===== src/rtl/i2c_slave_bus_port.sv =====
// Bus-side I2C slave engine: oversampled SCL/SDA, 7-bit address match, auto-incrementing RAM pointer.
// Define I2C_SLAVE_PTR_LOAD_EN to make the first write byte load the pointer instead of writing RAM.
module i2c_slave_bus_port #(
  parameter int PTR_WIDTH   = 5,
  parameter int SYNC_STAGES = 2
) (
  input  logic                 clk,
  input  logic                 reset,
  input  logic                 scl_in,
  input  logic                 sda_in,
  output logic                 sda_oe,
  input  logic [6:0]           slaveAddr,
  output logic [PTR_WIDTH-1:0] masterRAM_WADD,
  output logic [7:0]           masterRAM_DIN,
  output logic                 masterRAM_W,
  output logic [PTR_WIDTH-1:0] slaveRAM_RADD,
  input  logic [7:0]           slaveRAM_DOUT,
  output logic                 busy,
  output logic [PTR_WIDTH-1:0] ptr
);

  // IDLE wait | ADDR rx addr | ADDR_ACK | WRITE rx data | WRITE_ACK | READ tx data | READ_ACK master ack
  typedef enum logic [2:0] {
    S_IDLE, S_ADDR, S_ADDR_ACK, S_WRITE, S_WRITE_ACK, S_READ, S_READ_ACK
  } state_t;

  logic [SYNC_STAGES-1:0] r_scl_sync, r_sda_sync;
  logic                   r_scl_d, r_sda_d;
  logic                   w_scl, w_sda, w_start, w_stop, w_scl_r, w_scl_f, w_addr_match;

  state_t               r_state, w_state_nxt;
  logic [7:0]           r_shift, w_shift_nxt;
  logic [3:0]           r_bitcnt, w_bitcnt_nxt;
  logic                 r_sda_oe, w_sda_oe_nxt;
  logic                 r_busy, w_busy_nxt;
  logic [PTR_WIDTH-1:0] r_ptr, w_ptr_nxt;
  logic                 r_wr, w_wr_nxt;
  logic [PTR_WIDTH-1:0] r_wadd, w_wadd_nxt;
  logic [7:0]           r_din, w_din_nxt;
`ifdef I2C_SLAVE_PTR_LOAD_EN
  logic                 r_first, w_first_nxt;
`endif

  // Synchronisers idle high so reset release on a quiet bus creates no events.
  always_ff @(posedge clk or posedge reset) begin
    if (reset) begin
      r_scl_sync <= '1;
      r_sda_sync <= '1;
      r_scl_d    <= 1'b1;
      r_sda_d    <= 1'b1;
    end else begin
      r_scl_sync <= {r_scl_sync[SYNC_STAGES-2:0], scl_in};
      r_sda_sync <= {r_sda_sync[SYNC_STAGES-2:0], sda_in};
      r_scl_d    <= w_scl;
      r_sda_d    <= w_sda;
    end
  end

  assign w_scl        = r_scl_sync[SYNC_STAGES-1];
  assign w_sda        = r_sda_sync[SYNC_STAGES-1];
  assign w_start      = w_scl & r_scl_d & r_sda_d & ~w_sda;
  assign w_stop       = w_scl & r_scl_d & ~r_sda_d & w_sda;
  assign w_scl_r      = w_scl & ~r_scl_d;
  assign w_scl_f      = ~w_scl & r_scl_d;
  assign w_addr_match = (r_shift[7:1] == slaveAddr);

  always_ff @(posedge clk or posedge reset) begin
    if (reset) begin
      r_state  <= S_IDLE;
      r_shift  <= '0;
      r_bitcnt <= '0;
      r_sda_oe <= 1'b0;
      r_busy   <= 1'b0;
      r_ptr    <= '0;
      r_wr     <= 1'b0;
      r_wadd   <= '0;
      r_din    <= '0;
`ifdef I2C_SLAVE_PTR_LOAD_EN
      r_first  <= 1'b0;
`endif
    end else begin
      r_state  <= w_state_nxt;
      r_shift  <= w_shift_nxt;
      r_bitcnt <= w_bitcnt_nxt;
      r_sda_oe <= w_sda_oe_nxt;
      r_busy   <= w_busy_nxt;
      r_ptr    <= w_ptr_nxt;
      r_wr     <= w_wr_nxt;
      r_wadd   <= w_wadd_nxt;
      r_din    <= w_din_nxt;
`ifdef I2C_SLAVE_PTR_LOAD_EN
      r_first  <= w_first_nxt;
`endif
    end
  end

  always_comb begin
    w_state_nxt = r_state;
    if (w_stop) begin
      w_state_nxt = S_IDLE;
    end else if (w_start) begin
      w_state_nxt = S_ADDR;
    end else begin
      case (r_state)
        S_IDLE:      w_state_nxt = S_IDLE;
        S_ADDR:      if (w_scl_f && r_bitcnt == 4'd8) w_state_nxt = w_addr_match ? S_ADDR_ACK : S_IDLE;
        S_ADDR_ACK:  if (w_scl_f) w_state_nxt = r_shift[0] ? S_READ : S_WRITE;
        S_WRITE:     if (w_scl_f && r_bitcnt == 4'd8) w_state_nxt = S_WRITE_ACK;
        S_WRITE_ACK: if (w_scl_f) w_state_nxt = S_WRITE;
        S_READ:      if (w_scl_f && r_bitcnt == 4'd7) w_state_nxt = S_READ_ACK;
        S_READ_ACK:  if (w_scl_r) w_state_nxt = w_sda ? S_IDLE : S_READ;
        default:     w_state_nxt = S_IDLE;
      endcase
    end
  end

  always_comb begin
    w_shift_nxt  = r_shift;
    w_bitcnt_nxt = r_bitcnt;
    w_sda_oe_nxt = r_sda_oe;
    w_busy_nxt   = r_busy;
    w_ptr_nxt    = r_ptr;
    w_wr_nxt     = 1'b0;
    w_wadd_nxt   = r_wadd;
    w_din_nxt    = r_din;
`ifdef I2C_SLAVE_PTR_LOAD_EN
    w_first_nxt  = r_first;
`endif
    if (w_stop) begin
      w_sda_oe_nxt = 1'b0;
      w_busy_nxt   = 1'b0;
    end else if (w_start) begin
      w_sda_oe_nxt = 1'b0;
      w_busy_nxt   = 1'b0;
      w_bitcnt_nxt = '0;
    end else begin
      case (r_state)
        S_ADDR: begin
          if (w_scl_r && r_bitcnt < 4'd8) begin
            w_shift_nxt  = {r_shift[6:0], w_sda};
            w_bitcnt_nxt = r_bitcnt + 4'd1;
          end else if (w_scl_f && r_bitcnt == 4'd8 && w_addr_match) begin
            w_sda_oe_nxt = 1'b1;
            w_busy_nxt   = 1'b1;
`ifdef I2C_SLAVE_PTR_LOAD_EN
            w_first_nxt  = 1'b1;
`else
            w_ptr_nxt    = '0;
`endif
          end
        end
        S_ADDR_ACK: begin
          if (w_scl_f) begin
            w_bitcnt_nxt = '0;
            if (r_shift[0]) begin
              w_shift_nxt  = slaveRAM_DOUT;
              w_sda_oe_nxt = ~slaveRAM_DOUT[7];
            end else begin
              w_sda_oe_nxt = 1'b0;
            end
          end
        end
        S_WRITE: begin
          if (w_scl_r && r_bitcnt < 4'd8) begin
            w_shift_nxt  = {r_shift[6:0], w_sda};
            w_bitcnt_nxt = r_bitcnt + 4'd1;
          end else if (w_scl_f && r_bitcnt == 4'd8) begin
            w_sda_oe_nxt = 1'b1;
`ifdef I2C_SLAVE_PTR_LOAD_EN
            w_first_nxt  = 1'b0;
            if (r_first) begin
              w_ptr_nxt = r_shift[PTR_WIDTH-1:0];
            end else begin
              w_wr_nxt   = 1'b1;
              w_wadd_nxt = r_ptr;
              w_din_nxt  = r_shift;
              w_ptr_nxt  = r_ptr + PTR_WIDTH'(1);
            end
`else
            w_wr_nxt   = 1'b1;
            w_wadd_nxt = r_ptr;
            w_din_nxt  = r_shift;
            w_ptr_nxt  = r_ptr + PTR_WIDTH'(1);
`endif
          end
        end
        S_WRITE_ACK: begin
          if (w_scl_f) begin
            w_sda_oe_nxt = 1'b0;
            w_bitcnt_nxt = '0;
          end
        end
        S_READ: begin
          // bitcnt==8 marks a byte fetched after master ACK, still to be loaded
          if (w_scl_f) begin
            if (r_bitcnt == 4'd8) begin
              w_shift_nxt  = slaveRAM_DOUT;
              w_sda_oe_nxt = ~slaveRAM_DOUT[7];
              w_bitcnt_nxt = '0;
            end else if (r_bitcnt == 4'd7) begin
              w_sda_oe_nxt = 1'b0;
            end else begin
              w_shift_nxt  = {r_shift[6:0], 1'b0};
              w_sda_oe_nxt = ~r_shift[6];
              w_bitcnt_nxt = r_bitcnt + 4'd1;
            end
          end
        end
        S_READ_ACK: begin
          if (w_scl_r) begin
            if (w_sda) begin
              w_busy_nxt = 1'b0;
            end else begin
              w_ptr_nxt    = r_ptr + PTR_WIDTH'(1);
              w_bitcnt_nxt = 4'd8;
            end
          end
        end
        default: ;
      endcase
    end
  end

  assign sda_oe         = r_sda_oe;
  assign busy           = r_busy;
  assign ptr            = r_ptr;
  assign slaveRAM_RADD  = r_ptr;
  assign masterRAM_W    = r_wr;
  assign masterRAM_WADD = r_wadd;
  assign masterRAM_DIN  = r_din;

endmodule


===== config.mk =====
export PLATFORM = sky130hd
export DESIGN_NAME = i2c_slave_bus_port
export DESIGN_NICKNAME = d
export VERILOG_FILES = /design/src/rtl/i2c_slave_bus_port.sv
export SDC_FILE = /design/constraint.sdc
export NUM_CORES = 1
export LEC_CHECK = 0
export ABC_AREA = 1
export CAP_MARGIN = 25
export CORE_MARGIN = 2
export CORE_UTILIZATION = 45
export CTS_CLUSTER_SIZE = 8
export DETAILED_ROUTE_END_ITERATION = 10
export PLACE_DENSITY = 0.76
export SYNTH_ARGS = -nofsm -noshare
export SYNTH_HDL_FRONTEND = slang
export SYNTH_SLANG_ARGS = --single-unit
export TNS_END_PERCENT = 100

===== constraint.sdc =====
create_clock -name clk -period 3.9 [get_ports clk]
set_input_delay 0.78 -clock clk [delete_from_list [all_inputs] [get_ports clk]]
set_output_delay 0.78 -clock clk [all_outputs]
set_load 0.005 [all_outputs]

[After elaboration in Yosys (flattened, before gate mapping)]
Index checks and enable logic that the tools add are counted.
Word-level totals
  register bits after elaboration: 42
  latch bits: 0
  RAM bits: 0
  bits in read-only memories: 0
  bits of input ports: 19
  output and inout port bits: 26
  memories kept: 0
Cells by class
  add/subtract/negate cells: 2
  $mul: 0
  divide/modulo/power cells: 0
  $lt $le $gt $ge: 1
  equal/unequal tests: 37
  shifts and indexed selects: 0
  muxes and demuxes: 58
  bitwise logic cells: 16
  reductions and logical operators: 19
Operators by type and width (count)
  $mux W8: 6
  $ne A4 B4 Y1 const B: 12
  $mux W4: 8
  $mux W3: 10
  $mux W5: 6
  $pmux W8 S3: 1
  $reduce_and A8 Y1: 3
  $mux W1: 21
  $ne A2 B2 Y1 const B: 9
  $pmux W3 S6: 1
  $pmux W4 S4: 1
  $pmux W5 S3: 1
  $ne A3 B3 Y1 const B: 4
  $reduce_and A5 Y1: 2
  $eq A3 B3 Y1 const B: 3
  $not A1 Y1: 9
  $reduce_and A9 Y1: 1
  $and A1 B1 Y1: 7
  $eq A7 B7 Y1: 1
  $reduce_and A7 Y1: 1
  $reduce_bool A7 Y1: 1
  $eq A3 B2 Y1 const B: 2
  $ne A3 B1 Y1 const B: 2
  $reduce_and A6 Y1: 1
  15 further kinds: 20

[Depth between registers and ports, before layout]
Gate-level depths: netlist of the first run.
  depth after elaboration: 9
  gate-level depth with buffers: 12
  depth with buffers taken out: 12

[Worst setup path before layout of the first run]
Ideal clock, no wire load.
  kind: register -> register
  from: register r_bitcnt[0]
  to: register r_sda_oe (netlist: sda_oe)
  data arrival time: 1.504 ns
  data required time: 3.781 ns
  setup slack: 2.277 ns
  stages on the path, launching flop included: 12
  buffers on the path: 0
  clock period less this slack: 1.623 ns
  cells stage by stage: dfrtp_1 > inv_1 > ha_1 > nand2_1 > nor2_2 > nand2_1 > nand2_1 > nand2_1 > nor3_1 > nand3_1 > nand2_1 > nor2_1
Between the ends
  word-level cells in the longest chain between the ends: 7
  elaborated cells on any way between the ends: 17
RTL lines
  start, declared: line 33  | logic [3:0] r_bitcnt, w_bitcnt_nxt;
  start signal, assigned: line 84  | r_bitcnt <= w_bitcnt_nxt;
  $eq A4 B3 Y1: line 200  | end else if (r_bitcnt == 4'd7) begin
  $mux W1: line 200
  $mux W1: line 196  | if (r_bitcnt == 4'd8) begin
  $mux W1: line 195  | if (w_scl_f) begin
  $pmux W1 S5: line 137  | case (r_state)
  $mux W1: line 132  | end else if (w_start) begin
  $mux W1: line 129  | if (w_stop) begin
  end signal, assigned: line 85  | r_sda_oe <= w_sda_oe_nxt;
  end, declared: line 34  | logic r_sda_oe, w_sda_oe_nxt;
Several ways; a longest one is shown, not always the timed one. The select of a mux whose other input is x is not followed.
A chain may end at the register's enable or synchronous reset.

[Final worst setup path of the first run]
  from: register r_ptr[2] (netlist: ptr[2])
  to: output port ptr[2]
RTL lines
  start, declared: line 36  | logic [PTR_WIDTH-1:0] r_ptr, w_ptr_nxt;
  start signal, assigned: line 87  | r_ptr <= w_ptr_nxt;
  end, declared: line 19  | output logic [PTR_WIDTH-1:0] ptr
No word-level cell between the ends.

==> results of run 1 <==
[sequential cells by signal, indices dropped and copies added (netlist names)]
register / cells
r_sda_d: 1
sda_oe: 1
r_scl_sync: 2
ptr: 5
masterRAM_W: 1
r_scl_d: 1
r_shift: 8
r_state: 3
busy: 1
r_sda_sync: 2
r_bitcnt: 4
masterRAM_WADD: 5
masterRAM_DIN: 8
[synth_stat cells (2+ instances only)]
cell / number
nand2_1: 97
dfrtp_1: 36
inv_1: 36
o21ai_1: 28
nor2_1: 23
nand3_1: 21
inv_2: 9
a21oi_1: 8
o22ai_1: 8
buf_4: 6
dfstp_2: 6
nand2_2: 5
nand4_1: 5
xnor2_1: 5
nor3_1: 4
ha_1: 3
nor2_2: 3
nor2_4: 3
xor2_1: 3
buf_2: 2
nand3_2: 2
nor3_2: 2
o21ai_0: 2
[kinds of logic after synthesis]
family,Yosys count
simple gates,168
buf+inv,55
compound gates,49
flops,42
xor+xnor,8
fa+ha+maj,3
[final cells by class]
type	instances	area share
multi-input combinational	228	0.376
sequential	42	0.352
timing repair buffer	45	0.149
inverter	45	0.0562
tap	70	0.0292
clock buffer	5	0.0229
clock inverter	3	0.0146
[worst paths after layout]
| path | endpoint |
|---|---|
| worst min-delay path | r_scl_sync[1] |
| worst max-delay path | ptr[2] |
| worst max register to register | r_state[2] |
| max in group asynchronous | r_state[1] |
| worst min register to register | r_scl_sync[1] |
| min in group asynchronous | sda_oe |
[power groups by stage]
stage | Combinational (mW) | Clock (mW) | Sequential (mW)
2_1_floorplan | 0.396 | 0 | 0.568
3_3_place_gp | 0.505 | 0 | 0.583
3_5_place_dp | 0.516 | 0 | 0.585
4_1_cts | 0.518 | 0.362 | 0.578
5_1_grt | 0.595 | 0.380 | 0.591
6_report | 0.521 | 0.350 | 0.578
[routing by layer]
| layer | wire length [um] | up-vias |
|---|---|---|
| met1 | 2530 | 1017 |
| met2 | 2610 | 77 |
| met3 | 352 | 7 |
| met5 | 0 | - |
| li1 | - | 1113 |
| met4 | 68 | 0 |
==> metrics.md, run 1 <==
| Metric | Value |
|---|---|
| Met3 GRT Util | `0.0384` |
| Switching part of the total | `0.378` |
| Final Cell Area | `0.00300 sq mm` |
| Antenna violations before repair | `0` |
| P&R area growth vs syn | `23.8%` |
| CP Data Arrival Time | `1.32 ns` |
| CTS tree | `done` |
| Initial core utilization | `0.472` |
| Final setup fails | `0` |
| Hold path startpoint | `r_scl_sync[0]` |
| Fin Clk Skew | `0.00850 ns` |
| IO buf count | `44` |
| Synth Register Bits | `42` |
| Area of the multi-input gates | `0.00113 sq mm` |
| First-pass GRT wire length | `9.72 mm` |
| Hold Vio Cnt, Final | `0` |
| Grt met1 use | `0.274` |
| Register area | `0.00106 sq mm` |
| Combinational fraction of design power | `0.359` |
| Mean Syn Cell Area | `7.46 sq um` |
| Worst VDD drop | `0.308 mV` |
| Most frequent cells in the layout | `nand2_1, clkdlybuf4s50_1, inv_1, dfrtp_1, o21ai_1` |
| Worst setup margin | `1.80 ns` |
| Hpwl dp | `4.06 mm` |
| Grt ovf | `0` |
| Syn_nets | `347` |
| Layout cells sized above 1 | `0.114` |
| Peak Freq | `0.477 GHz` |
| Reg2Reg Depth | `10` |
| Via/cell ratio | `5.05` |
| Clock power share | `0.242` |
| Yosys top cell area share | `0.371` |
| Worst Tran Pin Value | `0.619 ns` |
| Largest family of logic cells by synthesized area | `simple AND/OR/NAND/NOR gates` |
| WHS | `0.359 ns` |
| Core area | `0.00514 sq mm` |
| Synth top area cells | `dfrtp_1, nand2_1, dfstp_2, o21ai_1, inv_1` |
| Placed instance area | `0.00289 sq mm` |
| Drt wl/cell | `12.7 um` |
| Leak | `1.42 nW` |
| Maximum buffer depth of the clock tree | `2` |
| IO Count | `45` |
| Reg2Reg Setup Slack | `1.92 ns` |
| Total CTS buffers | `5` |
| Number of core rows | `26` |
| GRT Util Overall | `0.200` |
| Hold path depth | `0` |
| Slew Limit Fails | `0` |
| Final worst-path cycle share | `0.538` |
| Global-route track usage on met2 | `0.320` |
| Min Tclk post-route | `2.10 ns` |
| NumNets Final | `389` |
| Commonest non-fill, non-tap cell in the layout | `nand2_1` |
| DRT iter0 DRCs | `184` |
| Crit-path slowest cell | `clkdlybuf4s50_1` |
| Crit. End Element | `output pin` |
| Final GP Congestion | `0.910` |
| Max FO, Critical Path | `7` |
| Switching pwr | `548 uW` |
| Mapped Cells | `325` |
| CTS HTree Levels | `2` |
| Fin util | `0.584` |
| Pin count of the biggest net entering global routing | `43` |
| Number of synthesized flops with an enable pin | `0` |
| TNS Setup | `0 ns` |
| Sequential share of the synthesized area | `0.436` |
| Ys Warns | `0` |
| Delay-heaviest family, CP | `buffers and inverters` |
| Async set or reset register ratio after synthesis | `1.00` |
| Status | `finished, final reports clean` |
| Die area | `0.00599 sq mm` |
| Antenna Cells | `0` |
| CP peak stage delay | `0.55 ns` |
| Final wirelength | `5.56 mm` |
| GRT Max-Usage Layer | `met2` |
| Pre-CTS setup slack | `1.62 ns` |
| Hold Crit Class | `flop to flop` |
| RSZ-0062 raised after global routing | `no` |
| CTS Hold Bufs | `0` |
| Slew Limit Headroom | `0.587` |
| Clk slew on worst S/H paths | `0.08 ns` |
| Mapped Area | `0.00243 sq mm` |
| Placed insts | `430` |
| Seq pwr share | `0.399` |
| Setup crit start | `ptr[2]` |
| Drt drc | `0` |
| Clk root buf | `clkbuf_8` |
| Vias in the first global route | `2086` |
| Die W | `77.4 um` |
| Compound-Gate Fraction of Synth Area | `0.111` |
| Post-CTS Repair Setup Buffers | `0` |
| Post-synthesis mux area share | `0` |
| Simple-gate share of the synthesized area | `0.309` |
| Ys flop type | `dfrtp_1` |
| Die Y | `77.4 um` |
| CP bufs+invs | `1` |
| Post-synth top area cell | `dfrtp_1` |
| Vias | `2214` |
| Crit Path Category | `flop to output pin` |
| Number of library cell types mapped by synthesis | `31` |
| Critical path depth | `1` |
| Required time of the critical path | `3.12 ns` |
| Post-Synth XOR/XNOR Area | `0.0289` |
| RR Startpoint | `r_bitcnt[0]` |
| Post-DRT Antenna Nets | `0` |
| Non-Filler Instances | `438` |
| Total power | `1.45 mW` |
| Max Cap Viol | `0` |
| Post-CTS sizing | `0` |
| Setup crit start kind | `flop` |
| Worst skew pair latency | `0.30 ns` |
| Synth Area in Adders | `0.0155` |
| Fillers | `518` |
| PwrDens | `482 mW/mm^2` |
| Internal power | `901 uW` |
| Crit path cell chain | `clkdlybuf4s50_1` |
| Drt first pass iters | `4` |
| CTS sink count | `42` |
No activity file was read; power rests on OpenSTA's default activity.
==> run 2, diff against run 1 <==
--- a/config.mk
+++ b/config.mk
@@ -11,7 +11,7 @@
 export CORE_UTILIZATION = 45
 export CTS_CLUSTER_SIZE = 8
 export DETAILED_ROUTE_END_ITERATION = 10
-export PLACE_DENSITY = 0.76
+export PLACE_DENSITY = 0.79
 export SYNTH_ARGS = -nofsm -noshare
 export SYNTH_HDL_FRONTEND = slang
 export SYNTH_SLANG_ARGS = --single-unit
==> constraint.sdc (replaced) <==
create_clock -name clk -period 1.75 [get_ports clk]
set_input_delay 0.35 -clock clk [delete_from_list [all_inputs] [get_ports clk]]
set_output_delay 0.35 -clock clk [all_outputs]
set_load 0.005 [all_outputs]
==> run 2 against run 1 <==
Against the previous run:
- cell count is 5.7% higher
- worst hold slack worse by 0.0018 ns
- clock-buffer cell count is 1 higher
- global-route usage grew 0.10 points
- routed wire length rose by 9.0%
- combinational power rose to 2.7 times the previous value
- clock skew increased by 0.0066 ns
- register-to-register slack got worse by 1.9 ns
- clock power rose by 78%
- critical path type is now flop to flop
- largest cell class unchanged
- largest power group is now combinational logic
- highest routed layer unchanged
==> metrics.md, run 2 (synthesis gave the netlist of run 1 again) <==
| Metric | Value |
|---|---|
| Status | `finished, final reports clean` |
| Final wirelength | `6.06 mm` |
| CP bufs+invs | `1` |
| CTS HTree Levels | `2` |
| Crit. End Element | `flop` |
| Most frequent cells in the layout | `nand2_1, clkdlybuf4s50_1, inv_1` |
| First-pass GRT wire length | `9.65 mm` |
| Die area | `0.00599 sq mm` |
| Slew Limit Fails | `0` |
| GRT Util Overall | `0.201` |
| Min Tclk post-route | `1.68 ns` |
| Area of the multi-input gates | `0.00121 sq mm` |
| Initial core utilization | `0.472` |
| Pin count of the biggest net entering global routing | `43` |
| Max FO, Critical Path | `4` |
| Antenna Cells | `0` |
| Vias | `2375` |
| Drt drc | `0` |
| Die Y | `77.4 um` |
| Delay-heaviest family, CP | `simple AND/OR/NAND/NOR gates` |
| Hpwl dp | `4.37 mm` |
| Final GP Congestion | `0.930` |
| Worst VDD drop | `0.631 mV` |
| CP peak stage delay | `0.41 ns` |
| DRT iter0 DRCs | `128` |
| Via/cell ratio | `5.13` |
| Clock power share | `0.187` |
| Non-Filler Instances | `463` |
| Switching part of the total | `0.391` |
| Switching pwr | `1.31 mW` |
| Core area | `0.00514 sq mm` |
| Max Cap Viol | `0` |
| Placed instance area | `0.00305 sq mm` |
| Leak | `1.53 nW` |
| Total CTS buffers | `5` |
| Total power | `3.33 mW` |
| Final setup fails | `0` |
| Commonest non-fill, non-tap cell in the layout | `nand2_1` |
| Clk slew on worst S/H paths | `0.08 ns` |
| CTS Hold Bufs | `0` |
| Post-DRT Antenna Nets | `0` |
| Register area | `0.00106 sq mm` |
| Final Cell Area | `0.00325 sq mm` |
| IO Count | `45` |
| CP Data Arrival Time | `1.91 ns` |
| Most used cell, CP | `nand2_1` |
| Layout cells sized above 1 | `0.211` |
| NumNets Final | `414` |
| RSZ-0062 raised after global routing | `yes` |
| Internal power | `2.03 mW` |
| Crit Path Category | `flop to flop` |
| Clk root buf | `clkbuf_8` |
| Worst Tran Pin Value | `0.383 ns` |
| P&R area growth vs syn | `34.0%` |
| Setup crit start kind | `flop` |
| Final worst-path cycle share | `0.961` |
| WHS | `0.357 ns` |
| Die W | `77.4 um` |
| PwrDens | `1030 mW/mm^2` |
| Required time of the critical path | `1.98 ns` |
| Placed insts | `449` |
| Antenna violations before repair | `0` |
| Fin util | `0.632` |
| Maximum buffer depth of the clock tree | `2` |
| Hold Vio Cnt, Final | `0` |
| Number of core rows | `26` |
| Combinational fraction of design power | `0.426` |
| Seq pwr share | `0.387` |
| CTS sink count | `42` |
| CTS tree | `done` |
| Vias in the first global route | `2208` |
| Drt first pass iters | `4` |
| Crit-path slowest cell | `dfrtp_1` |
| Crit path cell chain | `inv_1 > ha_1 > nand2_1 > nor2_2 > nand2_2 > nand2_2 > nand2_1 > nor3_2 > nand4_1 > nand2_1` |
| Fin Clk Skew | `0.0151 ns` |
| Slew Limit Headroom | `0.743` |
| Peak Freq | `0.595 GHz` |
| IO buf count | `44` |
| Worst skew pair latency | `0.30 ns` |
| Hold Crit Class | `flop to flop` |
| Fillers | `483` |
| Drt wl/cell | `13.1 um` |
| Grt ovf | `0` |
-- run 2: cell count changes in the layout (fill, tap and decap cells not counted), sizes merged --
cell	before	now
clkbuf	5	6
buf	1	24
bufinv	1	0
nor2	29	30
nand2	102	103
inv	46	45
clkinv	1	2
-- run 2: worst register-to-register path, cell delays in order, from the launching register on --
cell	delay [ns]
dfrtp_1	0.41
inv_1	0.09
ha_1	0.16
nand2_1	0.07
nor2_2	0.14
nand2_2	0.11
nand2_2	0.11
nand2_1	0.09
nor3_2	0.23
nand4_1	0.14
nand2_1	0.08
-- run 2: routing by layer --
layer,routed length [um],share of wire,global-route usage,up-vias
met5,0,0,0,-
met4,149,0.025,0.0589,0
met3,361,0.060,0.0442,20
met2,2830,0.47,0.332,83
met1,2720,0.45,0.265,1101
li1,-,-,-,1171
-- run 2: cell type report --
type	instances	share of cell area
Clock inverter	2	0.00423
Tap cell	70	0.0269
Sequential cell	42	0.326
Timing Repair Buffer	68	0.196
Clock buffer	6	0.0223
Inverter	45	0.0527
Multi-Input combinational cell	230	0.372
-- run 2: power by group through the flow --
| stage | Sequential (mW) | Clock, mW | Combinational [mW] |
|---|---|---|---|
| floorplan | 1.27 | 0 | 0.882 |
| global placement | 1.29 | 0 | 1.26 |
| detailed placement | 1.30 | 0 | 1.28 |
| CTS | 1.29 | 0.639 | 1.29 |
| global route | 1.31 | 0.673 | 1.57 |
| finish | 1.29 | 0.624 | 1.42 |
-- run 2: worst paths after layout --
path	cells after the start	from	slack [ns]	to
worst min-delay path	0	r_sda_sync[0]	0.36	r_sda_sync[1]
worst max register to register	10	r_bitcnt[0]	0.07	r_state[2]
max in group asynchronous	3	reset	1.10	r_scl_d
worst max-delay path	10	r_bitcnt[0]	0.07	r_state[2]
worst min register to register	0	r_sda_sync[0]	0.36	r_sda_sync[1]
min in group asynchronous	3	reset	0.40	ptr[0]
-- run 2: metrics by stage --
step,TNS [ns],setup slack (ns)
detailed placement,-0.632,-0.119
finish,0,0.0691
CTS,0,0.00925
global route,-0.151,-0.0463
global placement,-0.170,-0.0330
floorplan,0,0.127
-- run 2: timing repair --
item,CTS,global route
gates resized for setup,2,23
buffers inserted,0,4
pin swaps,0,5
endpoints found under the setup margin,5,33
endpoints found under the hold margin,0,0
cloned,0,2
